## config.mk

```make
export PLATFORM = sky130hd
export DESIGN_NAME = trng_entropy_arbiter
export DESIGN_NICKNAME = d
export VERILOG_FILES = /design/src/rtl/trng_entropy_arbiter.sv
export SDC_FILE = /design/constraint.sdc
export NUM_CORES = 1
export LEC_CHECK = 0
export BUFFER_PORTS_ARGS = -buffer_cell sky130_fd_sc_hd__buf_2
export CAP_MARGIN = 5
export CELL_PAD_IN_SITES_DETAIL_PLACEMENT = 1
export CELL_PAD_IN_SITES_GLOBAL_PLACEMENT = 1
export CORE_MARGIN = 2
export CORE_UTILIZATION = 32
export DETAILED_ROUTE_END_ITERATION = 8
export PLACE_DENSITY = 0.8
export SYNTH_ARGS = -nofsm -noshare
export SYNTH_HDL_FRONTEND = slang
export SYNTH_SLANG_ARGS = --single-unit
export TNS_END_PERCENT = 30
```

## constraint.sdc

```tcl
create_clock -name i_clk -period 2.15 [get_ports i_clk]
set_input_delay 0 -clock i_clk [delete_from_list [all_inputs] [get_ports i_clk]]
set_output_delay 0 -clock i_clk [all_outputs]
set_load 0.01 [all_outputs]
```

## src/rtl/trng_entropy_arbiter.sv

```systemverilog
// trng_entropy_arbiter: round-robin scheduler sharing one entropy-mixer input among three sources
// Ports: i_clk/i_reset (async, active-high); i_enable stops new grants; i_discard flushes the output
// stage and forces re-arbitration; i_src_enabled/i_src_valid/i_src_data/o_src_ack form the three
// source handshakes (source i on data bits [32*i+31:32*i]); o_mix_data/o_mix_valid/i_mix_ack feed
// the mixer; o_grant is the granted source (3 = none); o_no_source flags enable with no source
// enabled; o_word_count counts words accepted by the mixer.
module trng_entropy_arbiter #(
  parameter int BURST = 4
) (
  input  logic        i_clk,
  input  logic        i_reset,
  input  logic        i_enable,
  input  logic        i_discard,
  input  logic [2:0]  i_src_enabled,
  input  logic [2:0]  i_src_valid,
  input  logic [95:0] i_src_data,
  output logic [2:0]  o_src_ack,
  output logic [31:0] o_mix_data,
  output logic        o_mix_valid,
  input  logic        i_mix_ack,
  output logic [1:0]  o_grant,
  output logic        o_no_source,
  output logic [31:0] o_word_count
);
  typedef enum logic [1:0] {IDLE, ARB, FETCH, HOLD} state_t;
  state_t      r_state, w_state_n;
  logic [1:0]  r_last, w_last_n, r_grant, w_grant_n, w_c1, w_c2, w_pick;
  logic [7:0]  r_burst, w_burst_n, w_burst_inc;
  logic [2:0]  r_ack, w_ack_n, w_gmask;
  logic [31:0] r_mix_data, w_mix_data_n, r_wc, w_wc_n, w_sel_data;
  logic        r_mix_valid, w_mix_valid_n, r_no_source, w_sel_en, w_sel_valid;
  // Round-robin candidates after last; falling back to last itself covers the third slot.
  assign w_c1 = (r_last == 2'd2) ? 2'd0 : r_last + 2'd1;
  assign w_c2 = (w_c1 == 2'd2) ? 2'd0 : w_c1 + 2'd1;
  assign w_pick = (|(i_src_enabled & (3'b001 << w_c1))) ? w_c1 :
                  (|(i_src_enabled & (3'b001 << w_c2))) ? w_c2 : r_last;
  // One-hot of the granted source; all-zero when grant is 3 so nothing is selected.
  assign w_gmask = 3'b001 << r_grant;
  assign w_sel_en = |(i_src_enabled & w_gmask);
  assign w_sel_valid = |(i_src_valid & w_gmask);
  assign w_sel_data = (r_grant == 2'd0) ? i_src_data[31:0] :
                      (r_grant == 2'd1) ? i_src_data[63:32] : i_src_data[95:64];
  assign w_burst_inc = r_burst + 8'd1;
  always_comb begin
    w_state_n = r_state;
    w_last_n = r_last;
    w_grant_n = r_grant;
    w_burst_n = r_burst;
    w_ack_n = 3'b000;
    w_mix_valid_n = r_mix_valid;
    w_mix_data_n = r_mix_data;
    w_wc_n = r_wc;
    if (i_discard) begin
      w_state_n = i_enable ? ARB : IDLE;
      w_grant_n = 2'd3;
      w_burst_n = 8'd0;
      w_mix_valid_n = 1'b0;
      w_mix_data_n = 32'd0;
    end else begin
      case (r_state)
        IDLE: w_state_n = i_enable ? ARB : IDLE;
        ARB: begin
          w_grant_n = 2'd3;
          if (!i_enable) w_state_n = IDLE;
          else if (|i_src_enabled) begin
            w_grant_n = w_pick;
            w_last_n = w_pick;
            w_burst_n = 8'd0;
            w_state_n = FETCH;
          end
        end
        FETCH: begin
          if (!i_enable || !w_sel_en) begin
            w_state_n = i_enable ? ARB : IDLE;
            w_grant_n = 2'd3;
          end else if (w_sel_valid) begin
            w_mix_data_n = w_sel_data;
            w_ack_n = w_gmask;
            w_mix_valid_n = 1'b1;
            w_state_n = HOLD;
          end
        end
        HOLD: begin
          if (i_mix_ack) begin
            w_mix_valid_n = 1'b0;
            w_wc_n = r_wc + 32'd1;
            w_burst_n = w_burst_inc;
            w_state_n = !i_enable ? IDLE :
                        (w_burst_inc == 8'(BURST) || !w_sel_en) ? ARB : FETCH;
            w_grant_n = (w_state_n == FETCH) ? r_grant : 2'd3;
          end
        end
        default: w_state_n = IDLE;
      endcase
    end
  end
  always_ff @(posedge i_clk or posedge i_reset) begin
    if (i_reset) begin
      r_state <= IDLE;
      r_last <= 2'd2;
      r_grant <= 2'd3;
      r_burst <= 8'd0;
      r_ack <= 3'b000;
      r_mix_valid <= 1'b0;
      r_mix_data <= 32'd0;
      r_wc <= 32'd0;
      r_no_source <= 1'b0;
    end else begin
      r_state <= w_state_n;
      r_last <= w_last_n;
      r_grant <= w_grant_n;
      r_burst <= w_burst_n;
      r_ack <= w_ack_n;
      r_mix_valid <= w_mix_valid_n;
      r_mix_data <= w_mix_data_n;
      r_wc <= w_wc_n;
      r_no_source <= i_enable && (i_src_enabled == 3'b000);
    end
  end
  assign o_src_ack = r_ack;
  assign o_mix_data = r_mix_data;
  assign o_mix_valid = r_mix_valid;
  assign o_grant = r_grant;
  assign o_no_source = r_no_source;
  assign o_word_count = r_wc;
endmodule

```

==> impl_metrics.toml, run 1 <==
[run_status]
status = "complete, no violations"

[setup_path]
crit_chain = "inv_1 -> ha_1 -> nand2_1 -> or3_1 -> buf_4 -> nand2_1 -> a21oi_1"
reg2regPathDepth = 7
critPathLaunchType = "flip-flop"
end_kind = "flip-flop"
worstPathRequired_ns = 2.35
cp_max_fo = 26
cpMaxStageDelayCell = "or3_1"
cp_data_arrival_time_ns = 2.16
critical_path_class = "reg -> reg"
cpMostUsedCell = "nand2_1"
slowest_delay_ns = 0.42

[clock_tree]
clk_pin_slew_ns = 0.06
clock_latency_ns = 0.34
cts_buffers = 9
cts-root-buf = "clkbuf_16"
h-tree-depth = 3
clk_path_buf_depth = 2
cts_tree = "built"
cts_sinks = 83

[global_route]
overflow = 0
first_global_vias = 4564
grt_max_degree = 68
grt_pass1_wl_um = 22400
track_usage_pct = 18.8
antenna_found_initial = 0

[synthesis]
ys_types = 48
synth_top_area_share_pct = 43.9
synth_largest_area_cell = "dfrtp_1"
synth-simple-area-share_pct = 20.8
synth_common_cells = "nand2_1, dfrtp_1, o21ai_0, mux2i_1, a21oi_1"
async_reset_ff_share_pct = 100
yosysWarnings = 0
yosys-top-cells-area = "dfrtp_1, nand2_1, mux2i_1, o21ai_0, xnor2_1"
ys_seq_area_share_pct = 45.7
yosysMostFrequentCell = "nand2_1"
synthFlopType = "dfrtp_1"
synth-edff-count = 0
syn_area_um2 = 4560
muxShareOfSynthArea_pct = 9.12
avgSynthCellArea_um2 = 9.24
synthXorXnorAreaFrac_pct = 6.34
synth_seq_cells = 83
synth_compound_area_share_pct = 12.3
syn-num-nets = 606
syn-instance-count = 493
synth-adder-area-share_pct = 1.65
synth_top_family_by_area = "simple AND/OR/NAND/NOR gates"

[floorplanning]
die_y_um = 123
fp.dieArea_um2 = 15200
die_width_um = 123
start_util_pct = 32.8
num_rows = 43
core_um2 = 13900
ios = 178

[sta]
period_needed_ns = 1.96
fmax_mhz = 509
skew_ns = 0.00441
fin_setup_tns_ns = 0
rsz0062_at_grt = "no"
slew_headroom_pct = 61.1
worstMarginPinSlew_ns = 0.579
hold_viol = 0
min_period_over_period_pct = 91.3
maxSlewViolCount = 0
setup_viol_count_final = 0

[route]
maxUsedRoutingLayer = "met4"
drt_wl_total_um = 13900
viasPerCell = 5.02
drc = 0
ant_nets = 0
dr.pass1.iters = 4
vias = 4282
drtIter0Drc = 245
met3_length_um = 527
wl_per_cell_um = 16.3
wl_met1_um = 5580
met2_length_um = 7400

[worst_hold_path]
hp-class = "in -> reg"
whs_path_depth = 5

[layout]
diodes = 0
fillers = 1651
multiInputGateArea_um2 = 2290
layout.area.seq_um2 = 2080
drive_gt1_share_pct = 32.2
area_growth_pct = 31.6
final_area_um2 = 5990
final_nets = 781
fin_util_pct = 43.2

[power_and_ir_drop]
ir_drop_mv = 0.367
powerDensity_nw_per_um2 = 637
p_sw_mw = 0.922
p_comb_share_pct = 12.8
p_leak_nw = 3.24
seqPwrFrac_pct = 42.9
p_total_mw = 3.82
clkPwrFrac_pct = 44.3
internal-power_mw = 2.90
switching_share_pct = 24.1

[placed_design]
numPortBuffers = 177
post_dp_cell_area_um2 = 5620
dp_hpwl_um = 10600
place.gp.congestion = 0.908

[job]
maxCapViolations = 0
[per-stage QoR]
step	hold slack (ns)	std cells	worst slack [ns]
after detailed placement	0.0917	833	0.172
after floorplan	0.123	493	0.0182
after global routing	0.0349	853	0.0177
after global placement	0.0763	833	0.295
after CTS	0.0157	853	0.165
final	0.0317	853	0.187
[power by group through the flow]
stage	clock, mW	sequential, mW	combinational (mW)
floorplan	0	1.66	0.298
global placement	0	1.66	0.462
detailed placement	0	1.66	0.487
CTS	1.74	1.64	0.496
global route	1.81	1.64	0.546
finish	1.69	1.64	0.488
[cells in the final DEF, fill, tap and decap left out, types with 3 or more instances in the layout]
cell type      instances
a21oi_1               34
and3_1                 5
and4_1                 6
buf_2                177
buf_4                  7
clkbuf_16              9
dfrtp_1               80
dfstp_2                3
dlygate4sd3_1          4
ha_1                   6
inv_1                  8
mux2_2                 3
mux2i_1               37
nand2_1              119
nand3_1               16
nand4_1                7
nor2_1                18
nor3_1                 3
o21a_1                 3
o21ai_0               43
o31ai_1                4
or3_1                  3
xnor2_1               23
xor2_1                10
[sequential cells by signal (all words and copies together) (netlist names)]
name          flops
r_burst           8
o_grant           2
o_word_count     32
o_src_ack         3
o_mix_valid       1
o_no_source       1
o_mix_data       32
r_state           2
r_last            2
[path summary, 6_finish.rpt]
check,slack (ns),end,from
setup / recovery,0.19,o_mix_data[27],r_state[0]
hold / removal,0.03,o_mix_data[9],i_src_data[73]
setup reg to reg,0.19,o_mix_data[27],r_state[0]
hold reg to reg,0.49,o_word_count[31],o_word_count[31]
max in group asynchronous,1.16,r_last[1],i_reset
min in group asynchronous,0.27,o_word_count[12],i_reset
[cells by family after synthesis]
| group | count (synthesis) |
|---|---|
| buffers and inverters | 36 |
| adder cells (fa/ha/maj) | 6 |
| multiplexers | 41 |
| AND/OR/NAND/NOR | 195 |
| flip-flops | 83 |
| XOR/XNOR | 33 |
| AO/OA/AOI/OAI | 99 |
[cell type report]
type	count	share of cell area, %
sequential	83	34.7
clock inverter	4	1.21
clock buffer	12	4.28
tap	180	3.76
timing repair buffer	191	17.2
multi-input combinational	374	38.3
inverter	9	0.584
[timing repair]
action                                  in CTS  in global routing
endpoints found under the setup margin       0                  2
hold endpoints to repair                    36                  0
resized for setup                            0                  2
setup buffers                                0                  0
hold buffers                                 4                  0
[layer usage]
metal / GRT usage, % / up-vias
li1: - / 2048
met1: 21.6 / 2109
met2: 34.0 / 94
met3: 3.69 / 31
met5: 0 / -
met4: 7.95 / 0
[critical path: cells and delay by family (launching register included)]
kind | cells | cell delay [ns]
fa+ha+maj | 1 | 0.29
flops | 1 | 0.41
compound gates | 1 | 0.07
simple gates | 3 | 0.69
buf+inv | 2 | 0.35
(Power assumes the default switching activity.)
==> run 2, diff against run 1 <==
==> constraint.sdc (replaced) <==
create_clock -name i_clk -period 1.65 [get_ports i_clk]
set_input_delay 0 -clock i_clk [delete_from_list [all_inputs] [get_ports i_clk]]
set_output_delay 0 -clock i_clk [all_outputs]
set_load 0.01 [all_outputs]
==> run 2 against run 1 <==
  * The flow now finishes with violations (negative setup slack)
  * Clock power increased by 29%
  * Clock-buffer cell count is the same
  * Sequential share of layout area down 3.3 points
  * Critical path depth up 1
  * Wire length increased by 15%
  * Register-to-register slack got worse by 0.37 ns
  * Critical path type unchanged
  * Largest power group unchanged
==> impl_metrics.toml, run 2 (synthesized netlist as in run 1, its figures left out) <==
[run_status]
status = "finished, violations left"
violations = "negative setup slack"

[sta]
fmax_mhz = 546
skew_ns = 0.00912
setup_viol_count_final = 47
rsz0062_at_grt = "yes"
worst_slack_ns = -0.182
slew_headroom_pct = 63.9
maxSlewViolCount = 0
period_needed_ns = 1.83
fin_setup_tns_ns = -5.57
worstMarginPinSlew_ns = 0.541
min_period_over_period_pct = 111
hold_viol = 0

[clock_tree]
clk_path_buf_depth = 2
cts_sinks = 83
clock_latency_ns = 0.34
clk_pin_slew_ns = 0.06
h-tree-depth = 3
cts_tree = "built"
cts_buffers = 9
cts-root-buf = "clkbuf_16"

[power_and_ir_drop]
switching_share_pct = 24.8
p_leak_nw = 3.54
clkPwrFrac_pct = 43.1
p_comb_share_pct = 14.8
p_total_mw = 5.05
ir_drop_mv = 0.438
seqPwrFrac_pct = 42.1
internal-power_mw = 3.80
p_sw_mw = 1.25
powerDensity_nw_per_um2 = 763

[floorplanning]
fp.dieArea_um2 = 15200
die_width_um = 123
ios = 178
core_um2 = 13900
num_rows = 43
start_util_pct = 32.8
die_y_um = 123

[layout]
drive_gt1_share_pct = 42.1
final_nets = 832
area_growth_pct = 45.2
diodes = 0
multiInputGateArea_um2 = 2470
fillers = 1647
final_common_cell = "buf_2"
mostFrequentLayoutCells = "buf_2, nand2_1, dfrtp_1"
layout.area.seq_um2 = 2080

[global_route]
first_global_vias = 5041
grt_pass1_wl_um = 25200
grt_max_degree = 84
overflow = 0
track_usage_pct = 21.4
antenna_found_initial = 0

[job]
maxCapViolations = 0

[route]
drc = 0
vias = 4565
ant_nets = 0
dr.pass1.iters = 4
viasPerCell = 5.05
drt_wl_total_um = 16100
drtIter0Drc = 177
wl_per_cell_um = 17.8

[setup_path]
end_kind = "flip-flop"
critPathLaunchType = "flip-flop"
cp_max_fo = 6
worstPathRequired_ns = 1.91
critical_path_class = "reg -> reg"
r2r_setup_slack_ns = -0.18
cp_data_arrival_time_ns = 2.09

[placed_design]
numPortBuffers = 177
dp_hpwl_um = 11600
place.gp.congestion = 0.947

[worst_hold_path]
hp-class = "in -> reg"
## run 2: cell types whose count changed in the layout (fill, tap and decap cells not counted), moves of 3 or more
cell,delta
a21oi_1,-9
a21oi_2,+9
buf_4,+39
buf_6,+10
ha_1,-4
ha_4,+3
nand2_1,-8
nand2_2,+7
o21ai_0,-4
o21ai_1,+4
## run 2: power groups by stage
stage | registers [mW] | logic (mW) | clock network (mW)
CTS | 2.12 | 0.716 | 2.22
detailed placement | 2.16 | 0.684 | 0
finish | 2.12 | 0.747 | 2.18
global placement | 2.15 | 0.654 | 0
floorplan | 2.16 | 0.389 | 0
global route | 2.13 | 0.824 | 2.30
## run 2: area by class of cell
class	instances	share of cell area, %
sequential	83	31.5
inverter	9	0.567
clock buffer	12	3.73
clock inverter	4	1.12
tap	180	3.40
multi-input combinational	374	37.3
timing repair buffer	242	22.5
## run 2: worst max-delay path, cell delays in order, from the launching register on
cell	delay [ns]
dfstp_2	0.58
mux2i_1	0.09
o21a_1	0.20
buf_6	0.13
nor3_4	0.25
buf_6	0.17
clkbuf_16	0.15
nand2_1	0.06
a21oi_1	0.13
## run 2: per-layer routing
metal	GRT usage, %	part of all wire [%]
met2	38.3	52
met4	10.5	4.0
met1	24.2	40
met3	4.15	3.7
met5	0	0
## run 2: worst paths after layout
path	endpoint	depth (start not counted)	from
max	o_mix_data[15]	8	o_grant[0]
min	o_mix_data[24]	5	i_src_data[88]
max reg2reg	o_mix_data[15]	8	o_grant[0]
min reg2reg	o_word_count[31]	1	o_word_count[31]
max in group asynchronous	o_grant[1]	4	i_reset
min in group asynchronous	o_word_count[7]	4	i_reset
## run 2: per-stage QoR
| step | instance area, um2 | util, % | instances | setup slack (ns) | hold slack (ns) |
|---|---|---|---|---|---|
| 2_1_floorplan | 4560 | - | 493 | -0.214 | 0.123 |
| 3_3_place_gp | 5960 | 43.0 | 877 | -0.125 | 0.156 |
| 3_5_place_dp | 5960 | 43.0 | 877 | -0.214 | 0.175 |
| 4_1_cts | 6460 | 46.6 | 901 | -0.176 | 0.0242 |
| 5_1_grt | 6620 | 47.7 | 904 | -0.292 | 0.0527 |
| 6_report | 6620 | 47.7 | 904 | -0.182 | 0.0375 |
## run 2: timing repair
action | in CTS | in global routing
endpoints found under the hold margin | 82 | 0
hold buffers | 3 | 0
pin swaps | 10 | 7
cloned | 1 | 2
setup buffers | 4 | 2
endpoints found under the setup margin | 68 | 69
resized for setup | 25 | 39
==> run 3, diff against run 2 <==
--- a/config.mk
+++ b/config.mk
@@ -6,13 +6,12 @@
 export NUM_CORES = 1
 export LEC_CHECK = 0
 export BUFFER_PORTS_ARGS = -buffer_cell sky130_fd_sc_hd__buf_2
-export CAP_MARGIN = 5
 export CELL_PAD_IN_SITES_DETAIL_PLACEMENT = 1
 export CELL_PAD_IN_SITES_GLOBAL_PLACEMENT = 1
 export CORE_MARGIN = 2
-export CORE_UTILIZATION = 32
+export CORE_UTILIZATION = 36
 export DETAILED_ROUTE_END_ITERATION = 8
-export PLACE_DENSITY = 0.8
+export PLACE_DENSITY = 0.85
 export SYNTH_ARGS = -nofsm -noshare
 export SYNTH_HDL_FRONTEND = slang
 export SYNTH_SLANG_ARGS = --single-unit
==> constraint.sdc (replaced) <==
create_clock -name i_clk -period 2 [get_ports i_clk]
set_input_delay 0 -clock i_clk [delete_from_list [all_inputs] [get_ports i_clk]]
set_output_delay 0 -clock i_clk [all_outputs]
set_load 0.01 [all_outputs]
==> run 3 against run 2 <==
  * The run now ends clean
  * Flip-flop and latch count unchanged
  * Clock-buffer cell count fell by 3
  * Register-to-register slack better by 0.28 ns
  * Via count decreased by 5.7%
  * Combinational power down 28%
  * Sequential share of layout area increased by 3.3 points
  * Clock skew grew 0.0061 ns
  * Die area decreased by 11%
  * Critical path depth down 3
  * Highest routed layer unchanged
==> impl_metrics.toml, run 3 (synthesized netlist as in run 1, its figures left out) <==
[run_status]
status = "complete, no violations"

[placed_design]
place.gp.congestion = 0.890
dp_hpwl_um = 11000
numPortBuffers = 177
dpl.cell_count = 830

[setup_path]
end_kind = "flip-flop"
crit_family = "flip-flops"
r2r-end = "r_state[0]"
worstPathRequired_ns = 2.21
critPathLaunchType = "flip-flop"
cpMaxStageDelayCell = "dfstp_2"
critical_path_class = "reg -> reg"
regToRegStartpoint = "o_grant[0]"
slowest_delay_ns = 0.60
cp_max_fo = 7
r2r_setup_slack_ns = 0.10
cp_data_arrival_time_ns = 2.11
crit_start = "o_grant[0]"
reg2regPathDepth = 5
cp_num_buf_inv = 0
crit_chain = "mux2i_1 -> o21ai_1 -> a41oi_1 -> nor2_1 -> mux2_1"

[route]
viasPerCell = 5.07
ant_nets = 0
drc = 0
dr.pass1.iters = 4
wl_per_cell_um = 16.6
drtIter0Drc = 139
drt_wl_total_um = 14100
vias = 4305

[clock_tree]
h-tree-depth = 3
cts-root-buf = "clkbuf_16"
cts_buffers = 9
cts_sinks = 83
clock_latency_ns = 0.34
clk_pin_slew_ns = 0.06
post_cts.repair.setup_buffers = 0
cts_tree = "built"
clk_path_buf_depth = 2

[layout]
final_nets = 785
drive_gt1_share_pct = 33.2
instances_no_fill = 849
fin_util_pct = 48.1
mostFrequentLayoutCells = "buf_2, nand2_1, dfrtp_1"
final_common_cell = "buf_2"
diodes = 0
area_growth_pct = 31.5

[global_route]
track_usage_pct = 21.6
antenna_found_initial = 0
grt_util_met3_pct = 2.80
overflow = 0
grt_util_met2_pct = 40.7
grt_max_degree = 67
grt_pass1_wl_um = 22900
first_global_vias = 4688
grt_busiest_layer = "met2"
use_met1_pct = 24.7

[worst_hold_path]
hp-class = "in -> reg"
whs_endpoint = "o_mix_data[3]"
whs_path_depth = 2
worstHoldStart = "i_discard"

[power_and_ir_drop]
p_leak_nw = 3.25
powerDensity_nw_per_um2 = 662
ir_drop_mv = 0.344

[sta]
rsz0062_at_grt = "yes"
period_needed_ns = 1.90
fmax_mhz = 527
slew_headroom_pct = 58.4
skew_ns = 0.0152
worstMarginPinSlew_ns = 0.619
maxSlewViolCount = 0
setup_viol_count_final = 0
hold_viol = 0
min_period_over_period_pct = 95.0

[floorplanning]
die_y_um = 116
die_width_um = 116
start_util_pct = 36.5
num_rows = 41
fp.dieArea_um2 = 13600
core_um2 = 12500
ios = 178

[job]
maxCapViolations = 0
run 3: changes by cell type in the layout (fill, tap and decap cells not counted), moves of 3 or more:
cell     previous run  this run
a21oi_1            25        34
inv_6               0         3
ha_1                2         6
o21ai_1             5         1
nand2_1           111       119
o21ai_0            39        43
ha_4                3         0
buf_6              11         0
buf_4              46        12
nand2_2             7         0
a21oi_2             9         0
run 3: metrics by stage:
step                TNS (ns)  power, mW  hold slack, ns  worst slack, ns  area (um2)
detailed placement         0       2.32          0.0562           0.0726        5650
CTS                        0       4.02          0.0174           0.0523        5980
global placement           0       2.29          0.0585            0.171        5650
global route         -0.0342       4.16          0.0398          -0.0201        5990
finish                     0       3.97          0.0350            0.101        5990
floorplan                  0       2.10           0.123            0.136        4560
run 3: power breakdown:
group	switching (mW)	internal, mW	total (mW)
logic	0.294	0.242	0.536
clock network	0.701	0.976	1.68
registers	0.0351	1.72	1.75
total	1.03	2.94	3.97
run 3: worst reg2reg max path: cells and delay by family (launching register included):
| kind | cells | cell delay [ns] |
|---|---|---|
| AO/OA/AOI/OAI | 2 | 0.50 |
| flip-flops | 1 | 0.60 |
| multiplexers | 2 | 0.59 |
| AND/OR/NAND/NOR | 1 | 0.10 |
run 3: area by class of cell:
cell class	count	area, um2
Clock buffer	9	225
Clock inverter	7	73.8
Tap cell	172	215
Multi-Input combinational cell	374	2300
Timing Repair Buffer	195	1060
Inverter	9	37.5
Sequential cell	83	2080
Fill cell	1536	6470
run 3: what timing repair did:
| action | CTS | global route |
|---|---|---|
| hold endpoints to repair | 21 | 0 |
| hold buffers | 3 | 0 |
| endpoints found under the setup margin | 0 | 42 |
| gates resized for setup | 0 | 5 |
run 3: worst max path at each step:
stage                     slack [ns]  cells after the start          endpoint
after floorplan                 0.14                      8    o_mix_data[10]
after global placement          0.17                      6     o_mix_data[6]
after detailed placement        0.07                      6  o_word_count[31]
after CTS                       0.05                      6     o_mix_data[3]
after global routing           -0.02                      5     o_mix_data[0]
final                           0.10                      5        r_state[0]
run 3: routing by layer:
metal	share of wire, %	vias to the layer above	wire, um
met2	54	92	7610
met4	2.9	0	403
met3	2.9	26	415
met1	40	2125	5690
li1	-	2062	-
met5	0	-	0
